### src/rtl/seg_pkg.sv
// Shared constants and types for the seven-segment scanner.
package seg_pkg;

    // Upper bound on the number of digits a scanner instance may drive.
    localparam int MAX_DIGITS = 16;

    // All segments off (active-low gfedcba).
    localparam logic [6:0] SEG_BLANK = 7'h7F;

    // Anode enables are active-low.
    localparam logic AN_ON  = 1'b0;
    localparam logic AN_OFF = 1'b1;

    typedef logic [3:0] nibble_t;

    // Nibble array sized for the largest bank; instances use the low NUM_DIGITS entries.
    typedef nibble_t [MAX_DIGITS-1:0] nibble_arr_t;

    typedef enum logic {
        PH_DEAD,
        PH_DRIVE
    } slot_phase_t;

endpackage

### src/rtl/binary_to_7seg.sv
// Hex nibble to active-low seven-segment pattern (gfedcba).
module binary_to_7seg
    import seg_pkg::*;
(
    input  logic [3:0] bin_i,
    output logic [6:0] seg_o
);

    // Pure lookup table; one instance serves every digit.
    always_comb begin
        seg_o = SEG_BLANK;
        case (bin_i)
            4'h0: seg_o = 7'h40;
            4'h1: seg_o = 7'h79;
            4'h2: seg_o = 7'h24;
            4'h3: seg_o = 7'h30;
            4'h4: seg_o = 7'h19;
            4'h5: seg_o = 7'h12;
            4'h6: seg_o = 7'h02;
            4'h7: seg_o = 7'h78;
            4'h8: seg_o = 7'h00;
            4'h9: seg_o = 7'h10;
            4'hA: seg_o = 7'h08;
            4'hB: seg_o = 7'h03;
            4'hC: seg_o = 7'h46;
            4'hD: seg_o = 7'h21;
            4'hE: seg_o = 7'h06;
            4'hF: seg_o = 7'h0E;
            default: seg_o = SEG_BLANK;
        endcase
    end

endmodule

### src/rtl/seg_scan_timer.sv
// Slot/digit counters for the display scanner. Outputs describe the
// counter state being entered on the next edge so the caller can register
// its outputs in step with the counters.
module seg_scan_timer #(
    parameter  int NUM_DIGITS  = 8,
    parameter  int REFRESH_DIV = 50000,
    parameter  int DEAD_CYCLES = 500,
    localparam int IDX_W       = $clog2(NUM_DIGITS)
) (
    input  logic             clk_i,
    input  logic             rst_i,
    input  logic             enable_i,
    output logic             slot_dead_o,
    output logic [IDX_W-1:0] digit_idx_o,
    output logic             frame_wrap_o
);

    localparam int TICK_W = $clog2(REFRESH_DIV);
    localparam logic [TICK_W-1:0] TICK_LAST = TICK_W'(REFRESH_DIV - 1);
    localparam logic [TICK_W-1:0] DEAD_END  = TICK_W'(DEAD_CYCLES);
    localparam logic [IDX_W-1:0]  IDX_LAST  = IDX_W'(NUM_DIGITS - 1);

    logic [TICK_W-1:0] tick_q, tick_d;
    logic [IDX_W-1:0]  idx_q, idx_d;
    logic              wrap;

    // Next counter values; disabled scanning parks both counters at zero.
    always_comb begin
        tick_d = tick_q;
        idx_d  = idx_q;
        wrap   = 1'b0;
        if (!enable_i) begin
            tick_d = '0;
            idx_d  = '0;
        end else if (tick_q == TICK_LAST) begin
            tick_d = '0;
            if (idx_q == IDX_LAST) begin
                idx_d = '0;
                wrap  = 1'b1;
            end else begin
                idx_d = idx_q + 1'b1;
            end
        end else begin
            tick_d = tick_q + 1'b1;
        end
    end

    // Counter registers.
    always_ff @(posedge clk_i or posedge rst_i) begin
        if (rst_i) begin
            tick_q <= '0;
            idx_q  <= '0;
        end else begin
            tick_q <= tick_d;
            idx_q  <= idx_d;
        end
    end

    assign slot_dead_o  = (tick_d < DEAD_END);
    assign digit_idx_o  = idx_d;
    assign frame_wrap_o = wrap;

endmodule

### src/rtl/seg_display_scanner.sv
// Time-multiplexed common-anode seven-segment scanner with dead time
// between digits and frame-aligned double-buffered display updates.
module seg_display_scanner
    import seg_pkg::*;
#(
    parameter int NUM_DIGITS  = 8,
    parameter int REFRESH_DIV = 50000,
    parameter int DEAD_CYCLES = 500
) (
    input  logic                    clk,
    input  logic                    rst,
    input  logic                    enable,
    input  logic                    load_valid,
    output logic                    load_ready,
    input  logic [4*NUM_DIGITS-1:0] load_data,
    input  logic [NUM_DIGITS-1:0]   blank_mask,
    output logic [6:0]              seg_out,
    output logic [NUM_DIGITS-1:0]   digit_an,
    output logic                    frame_tick
);

    localparam int IDX_W = $clog2(NUM_DIGITS);

    logic             slot_dead;
    logic [IDX_W-1:0] scan_idx;
    logic             frame_wrap;

    nibble_t [NUM_DIGITS-1:0] active_q, active_d;
    nibble_t [NUM_DIGITS-1:0] shadow_q, shadow_d;
    logic                     pending_q, pending_d;

    nibble_t                 cur_nibble;
    logic [6:0]              dec_seg;
    slot_phase_t             phase;
    logic [6:0]              seg_q, seg_d;
    logic [NUM_DIGITS-1:0]   an_q, an_d;
    logic                    frame_tick_q;

    seg_scan_timer #(
        .NUM_DIGITS (NUM_DIGITS),
        .REFRESH_DIV(REFRESH_DIV),
        .DEAD_CYCLES(DEAD_CYCLES)
    ) u_timer (
        .clk_i       (clk),
        .rst_i       (rst),
        .enable_i    (enable),
        .slot_dead_o (slot_dead),
        .digit_idx_o (scan_idx),
        .frame_wrap_o(frame_wrap)
    );

    // Shadow capture and frame-aligned transfer. Accept and apply never
    // coincide: accepting needs pending clear, applying needs it set.
    always_comb begin
        active_d  = active_q;
        shadow_d  = shadow_q;
        pending_d = pending_q;
        if (pending_q && (frame_wrap || !enable)) begin
            active_d  = shadow_q;
            pending_d = 1'b0;
        end else if (load_valid && !pending_q) begin
            shadow_d  = load_data;
            pending_d = 1'b1;
        end
    end

    assign load_ready = ~pending_q;

    // Single shared decoder; the digit being entered selects its nibble.
    assign cur_nibble = active_q[scan_idx];

    binary_to_7seg u_dec (
        .bin_i(cur_nibble),
        .seg_o(dec_seg)
    );

    // Output patterns for the slot phase entered on the next edge.
    always_comb begin
        phase = (slot_dead || !enable) ? PH_DEAD : PH_DRIVE;
        an_d  = {NUM_DIGITS{AN_OFF}};
        seg_d = SEG_BLANK;
        if (phase == PH_DRIVE && !blank_mask[scan_idx]) begin
            an_d[scan_idx] = AN_ON;
            seg_d          = dec_seg;
        end
    end

    // Display buffers, handshake flag and registered pin drivers.
    always_ff @(posedge clk or posedge rst) begin
        if (rst) begin
            active_q     <= '0;
            shadow_q     <= '0;
            pending_q    <= 1'b0;
            seg_q        <= SEG_BLANK;
            an_q         <= {NUM_DIGITS{AN_OFF}};
            frame_tick_q <= 1'b0;
        end else begin
            active_q     <= active_d;
            shadow_q     <= shadow_d;
            pending_q    <= pending_d;
            seg_q        <= seg_d;
            an_q         <= an_d;
            frame_tick_q <= frame_wrap;
        end
    end

    assign seg_out    = seg_q;
    assign digit_an   = an_q;
    assign frame_tick = frame_tick_q;

endmodule

### config.mk
export PLATFORM = sky130hd
export DESIGN_NAME = seg_display_scanner
export DESIGN_NICKNAME = d
export VERILOG_FILES = /design/src/rtl/seg_pkg.sv /design/src/rtl/binary_to_7seg.sv /design/src/rtl/seg_scan_timer.sv /design/src/rtl/seg_display_scanner.sv
export SDC_FILE = /design/constraint.sdc
export NUM_CORES = 1
export LEC_CHECK = 0
export ABC_AREA = 1
export CORE_ASPECT_RATIO = 0.75
export CORE_MARGIN = 2
export CORE_UTILIZATION = 50
export CTS_CLUSTER_DIAMETER = 100
export CTS_CLUSTER_SIZE = 12
export DETAILED_ROUTE_END_ITERATION = 8
export PLACE_DENSITY = 0.77
export SLEW_MARGIN = 20
export SYNTH_ARGS = -nofsm -noshare
export SYNTH_HDL_FRONTEND = slang
export SYNTH_HIERARCHICAL = 1
export SYNTH_SLANG_ARGS = --single-unit
### constraint.sdc
create_clock -name clk -period 3.8 [get_ports clk]
set_input_delay 0.76 -clock clk [delete_from_list [all_inputs] [get_ports clk]]
set_output_delay 0.76 -clock clk [all_outputs]
set_load 0.1 [all_outputs]
[Word level (Yosys, flattened, before mapping)]
Memory sizes are Yosys's and may differ from the RTL's.
Index checks and enable logic that the tools add are counted.
Operators by class
  mux-type cells: 19
  magnitude comparators: 3
  reductions and logical operators: 11
  eq/ne operators: 2
  bitwise operators: 3
  $add $sub $neg: 2
Operator list (number)
  $mux W16: 2
  $add A16 B1 Y16 const B: 1
  $eq A16 B16 Y1 const B: 1
  $lt A16 B9 Y1 const B: 1
  $bmux W4 S3: 1
  $mux W3: 3
  $mux W1: 8
  $mux W8: 1
  $not A8 Y8: 1
  $mux W7: 1
  $logic_and A1 B1 Y1: 4
  $lt A3 B4 Y1 const B: 1
  $mux W4: 1
  $add A3 B1 Y3 const B: 1
  $bmux W1 S3: 1
  $demux W1 S3: 1
  $eq A3 B3 Y1 const B: 1
  $ge A3 B1 Y1 const B: 1
  $logic_not A1 Y1: 3
  $logic_or A1 B1 Y1: 2
  $not A1 Y1: 2
  $reduce_and A2 Y1: 1
  $reduce_bool A2 Y1: 1
Storage, ports and cells
  bits in read-only memories: 112
  register bits after elaboration: 100
  bits of input ports: 44
  memories kept: 1
Memories
  (no name shown): words 16, bits a word 7, rd ports 1, clocked after memory_dff 0, write ports 0, line binary_to_7seg.sv:12  | case (bin_i)

[Logic depth before layout (Yosys ltp)]
Gate-level depths: netlist (run 1).
  word-level depth: 10
  gate-level depth with buffers: 24

[By module]
The synthesis (run 1) kept the hierarchy.
By module, submodules not included
  seg_display_scanner: times used 1, cells each 408, area each 3559.7 um2, sequential area each 2045.7 um2
  seg_scan_timer: times used 1, cells each 172, area each 1196.1 um2, sequential area each 475.5 um2
  binary_to_7seg: times used 1, cells each 49, area each 274.0 um2, sequential area each 0.0 um2

[Least setup slack after synthesis (run 1)]
No wires, ideal clock.
  kind: in2reg
  from: input port enable
  to: register seg_q[3] (netlist: seg_out[3])
  stages: 18
  data arrival time: 2.768 ns
  setup slack: 0.952 ns
  setup time: 0.081 ns
  cell sequence: buf_2 > inv_1 > a21oi_2 > nand2_1 > nand2_1 > buf_6 > clkbuf_1 > nand2_1 > nand2_1 > nand2_1 > nand2_1 > inv_1 > ha_1 > nand2_1 > nand3_1 > nand2_1 > inv_1 > nand3_2
RTL lines
  start, declared: line seg_display_scanner.sv:12  | input logic enable,
  $mux W3: line seg_scan_timer.sv:32  | if (!enable_i) begin
  named net scan_idx[1]: line seg_display_scanner.sv:25  | logic [IDX_W-1:0] scan_idx;
  $bmux W4 S3: line seg_display_scanner.sv:70  | assign cur_nibble = active_q[scan_idx];
  $mux W4 (not written as such): line seg_display_scanner.sv:70
  named net cur_nibble[1]: line seg_display_scanner.sv:32  | nibble_t cur_nibble;
  $mem_v2 Z16 W7
  named net dec_seg[3]: line seg_display_scanner.sv:33  | logic [6:0] dec_seg;
  $mux W7: line seg_display_scanner.sv:82  | if (phase == PH_DRIVE && !blank_mask[scan_idx]) begin
  named net seg_d[3]: line seg_display_scanner.sv:35  | logic [6:0] seg_q, seg_d;
  end signal, assigned: line seg_display_scanner.sv:101  | seg_q <= seg_d;
  end, declared: line seg_display_scanner.sv:35
The timed path passes the listed nets, and every way through them passes these cells. The select of a mux whose other input is x is not followed.
A chain may end at the register's enable or synchronous reset.

[Final worst setup path (run 1)]
  from: register u_timer.tick_q[0]
  to: register seg_q[3] (netlist: seg_out[3])
RTL lines
  start, declared: line seg_scan_timer.sv:23  | logic [TICK_W-1:0] tick_q, tick_d;
  start signal, assigned: line seg_scan_timer.sv:54  | tick_q <= tick_d;
  $eq A16 B16 Y1: line seg_scan_timer.sv:35  | end else if (tick_q == TICK_LAST) begin
  $mux W3: line seg_scan_timer.sv:35
  $mux W3: line seg_scan_timer.sv:32
  named net scan_idx[0]: line seg_display_scanner.sv:25
  $bmux W4 S3: line seg_display_scanner.sv:70
  $mux W4 (not written as such): line seg_display_scanner.sv:70
  named net cur_nibble[1]: line seg_display_scanner.sv:32
  $mem_v2 Z16 W7
  named net dec_seg[3]: line seg_display_scanner.sv:33
  $mux W7: line seg_display_scanner.sv:82
  named net seg_d[3]: line seg_display_scanner.sv:35
The timed path passes the listed nets, and every way through them passes these cells. The select of a mux whose other input is x is not followed.

==> impl_metrics.toml, run 1 <==
[clock_network]
cts_hold_buf = 0
cts_max_path_buffers = 2
postCtsSetupRepairBufs = 0
post_cts_resized = 0
cts_inserted_buffers = 9
htree_levels = 3
cts_tree = "yes"
clkSlewWorstSetupHoldPaths_ns = 0.07
cts_sinks = 100
clk_latency_ns = 0.35
cts-root-buf = "clkbuf_16"

[timing]
final.setup.tns_ns = 0
slew_violations = 0
hold_violations = 0
max_clock_freq_mhz = 306
relSlewSlack = 0.348
finalCritPeriodShare = 0.859
skew_ns = 0.00721
setup_viol = 0
worst_slew_pin_slew_ns = 0.975
rsz0062_at_grt = "no"
min_period_ns = 3.26

[floorplanning]
std_cell_rows = 31
die_h_um = 90.9
io_pins = 61
core_mm2 = 0.00974
die_w_um = 120
die-area_mm2 = 0.0109
start_util = 0.517

[power_and_ir_drop]
p_leak_nw = 3.00
p_seq_frac = 0.433
comb_power_share = 0.305
internal-power_mw = 2.30
power.density_mw_per_mm2 = 596
switchingPower_mw = 1.28
swShare = 0.358
clockPowerShare = 0.262
vdd_drop_max_uv = 379

[drt]
drt_iter0_markers = 283
drtAntennaViolNets = 0
wl_per_cell_um = 13.2
dr.pass1.iters = 7
wl_um = 10800
vias = 4117
route.detailed.drc = 0
vias_per_cell = 5.02

[critical_path]
slowest_delay_ns = 0.37
worstPathCellList = "ha_1 > nand3_1 > nor2_2 > nand2_1 > nand2_2 > o22ai_2 > buf_4 > inv_4 > nand2_1 > nand2_1 > nand2_1 > nand2_1 > nand2_1 > nand2_1 > inv_1 > ha_1 > nand2_1 > nand3_1 > nand2_1 > inv_1 > nand3_2"
cp.depth = 21
crit_path_end_kind = "flop"
r2r_cells = 21
startpoint = "u_timer/tick_q[0]"
crit_type = "flop to flop"
endpoint = "seg_out[3]"
cp.required_ns = 4.06
worst_path_max_delay_cell = "dfrtp_1"
critPathTopFamily = "simple AND/OR/NAND/NOR gates"
r2r-start = "u_timer/tick_q[0]"
path_buf_inv = 4
arrival_ns = 3.52
reg2reg_slack_ns = 0.54
rr_endpoint = "seg_out[3]"
critPathLaunchType = "flop"
path_common_cell = "nand2_1"
path_max_fanout = 26

[hold_path]
hold_class = "flop to flop"
min_from = "u_timer/tick_q[0]"

[grt]
overflow = 0
antenna_found_initial = 0
grt_pass1_wl_um = 18500
grt_pass1_vias = 3886
grt_max_degree = 48
grt_usage = 0.212

[synth]
synth_area_leader_cell = "dfrtp_1"
synth_cell_types = 32
syn_area_per_cell_um2 = 8.00
synth_area_mm2 = 0.00503
ys_seq_elements = 100
yosysTopAreaCellShare = 0.423
syn_nets = 683
ys_seq_area_frac = 0.501
yosys-top-cells-area = "dfrtp_1 (42%), nand2_1 (14%), dfstp_2 (7.8%)"
yosysWarnings = 6
synth_cells = 629

[run_status]
status = "finished, final reports clean"

[placement]
io_buffers = 60
dpl_cell_area_mm2 = 0.00571
gp_congestion = 0.911
hpwl_um = 7710

[cells_and_area]
fill_cells = 864
regArea_mm2 = 0.00252
diodes = 0
final_common_cell = "nand2_1"
postLayoutCellArea_mm2 = 0.00601
most-common-layout-cells = "nand2_1 (189), dfrtp_1 (85), inv_1 (83)"
area_growth_pct = 19.5
drive_gt1_frac = 0.116
multiInputGateArea_mm2 = 0.00201
fin_nets = 737

[flow_run]
drv_cap = 0
## sequential cells by signal (all words and copies together) (netlist names)
register        cells
shadow_q           32
pending_q           1
digit_an            8
u_timer/tick_q     16
u_timer/idx_q       3
active_q           32
seg_out             7
frame_tick          1
## through the flow
stage	hold WS (ns)	setup WS [ns]	power (mW)	util	instances
floorplan	0.431	0.952	2.36	-	629
detailed placement	0.452	0.358	2.64	0.587	804
global route	0.512	0.183	3.85	0.617	820
CTS	0.466	0.541	3.59	0.617	820
global placement	0.451	0.418	2.58	0.587	804
finish	0.463	0.535	3.58	0.617	820
## kinds of logic after synthesis
kind of cell / share of synthesized area
AND/OR/NAND/NOR: 0.289
AO/OA/AOI/OAI: 0.0766
XOR/XNOR: 0.00348
buffers and inverters: 0.103
flip-flops: 0.501
adder cells (fa/ha/maj): 0.0249
multiplexers: 0.00224
## worst reg2reg max path, delay by kind of cell, from the launching register on
kind,cells,cell delay (ns)
DFF,1,0.37
AOI/OAI and AO/OA,1,0.09
and+or+nand+nor,14,1.51
buffers and inverters,4,0.68
adders and majority gates,2,0.52
## worst min path at each step
stage	endpoint	cells past startpoint
final	u_timer/tick_q[0]	1
after global routing	u_timer/tick_q[0]	1
after CTS	u_timer/tick_q[0]	1
after detailed placement	u_timer/tick_q[0]	1
after global placement	u_timer/tick_q[0]	1
after floorplan	u_timer/tick_q[0]	1
## synth_stat cells, drive strengths merged
master  number
nor3         8
o21bai       1
mux2         1
ha          10
nor4         1
o21ai       39
buf         21
inv         88
dfstp       15
nand3       47
clkbuf       4
dfrtp       85
nand2      195
a21oi       33
xor2         2
nand4        8
clkinv       3
nor2        67
o22ai        1
## final cells by class
cell class                 count  area share
tap                          132      0.0275
clock inverter                 6      0.0119
sequential                   100       0.419
multi-input combinational    413       0.334
inverter                      91      0.0575
timing repair buffer          68       0.112
clock buffer                  10      0.0381
## power groups by stage
stage / sequential (mW) / combinational (mW) / clock [mW]
after CTS: 1.55 / 1.09 / 0.945
final: 1.55 / 1.09 / 0.937
after floorplan: 1.53 / 0.833 / 0
after global routing: 1.60 / 1.26 / 0.993
after detailed placement: 1.57 / 1.07 / 0
after global placement: 1.56 / 1.03 / 0
## metal layers
metal | GRT usage | up-vias | part of all wire
met5 | 0 | - | 0
met3 | 0.0455 | 13 | 0.053
met4 | 0.0549 | 0 | 0.012
met2 | 0.328 | 140 | 0.45
met1 | 0.305 | 1911 | 0.49
li1 | - | 2053 | -
Power figures use the tool's default switching activity.
==> inputs of run 2 (changes only) <==
- CTS_CLUSTER_SIZE: 12 -> 14
==> results of run 2 <==
No change in the layout: final DEF, timing and power equal those of run 1.
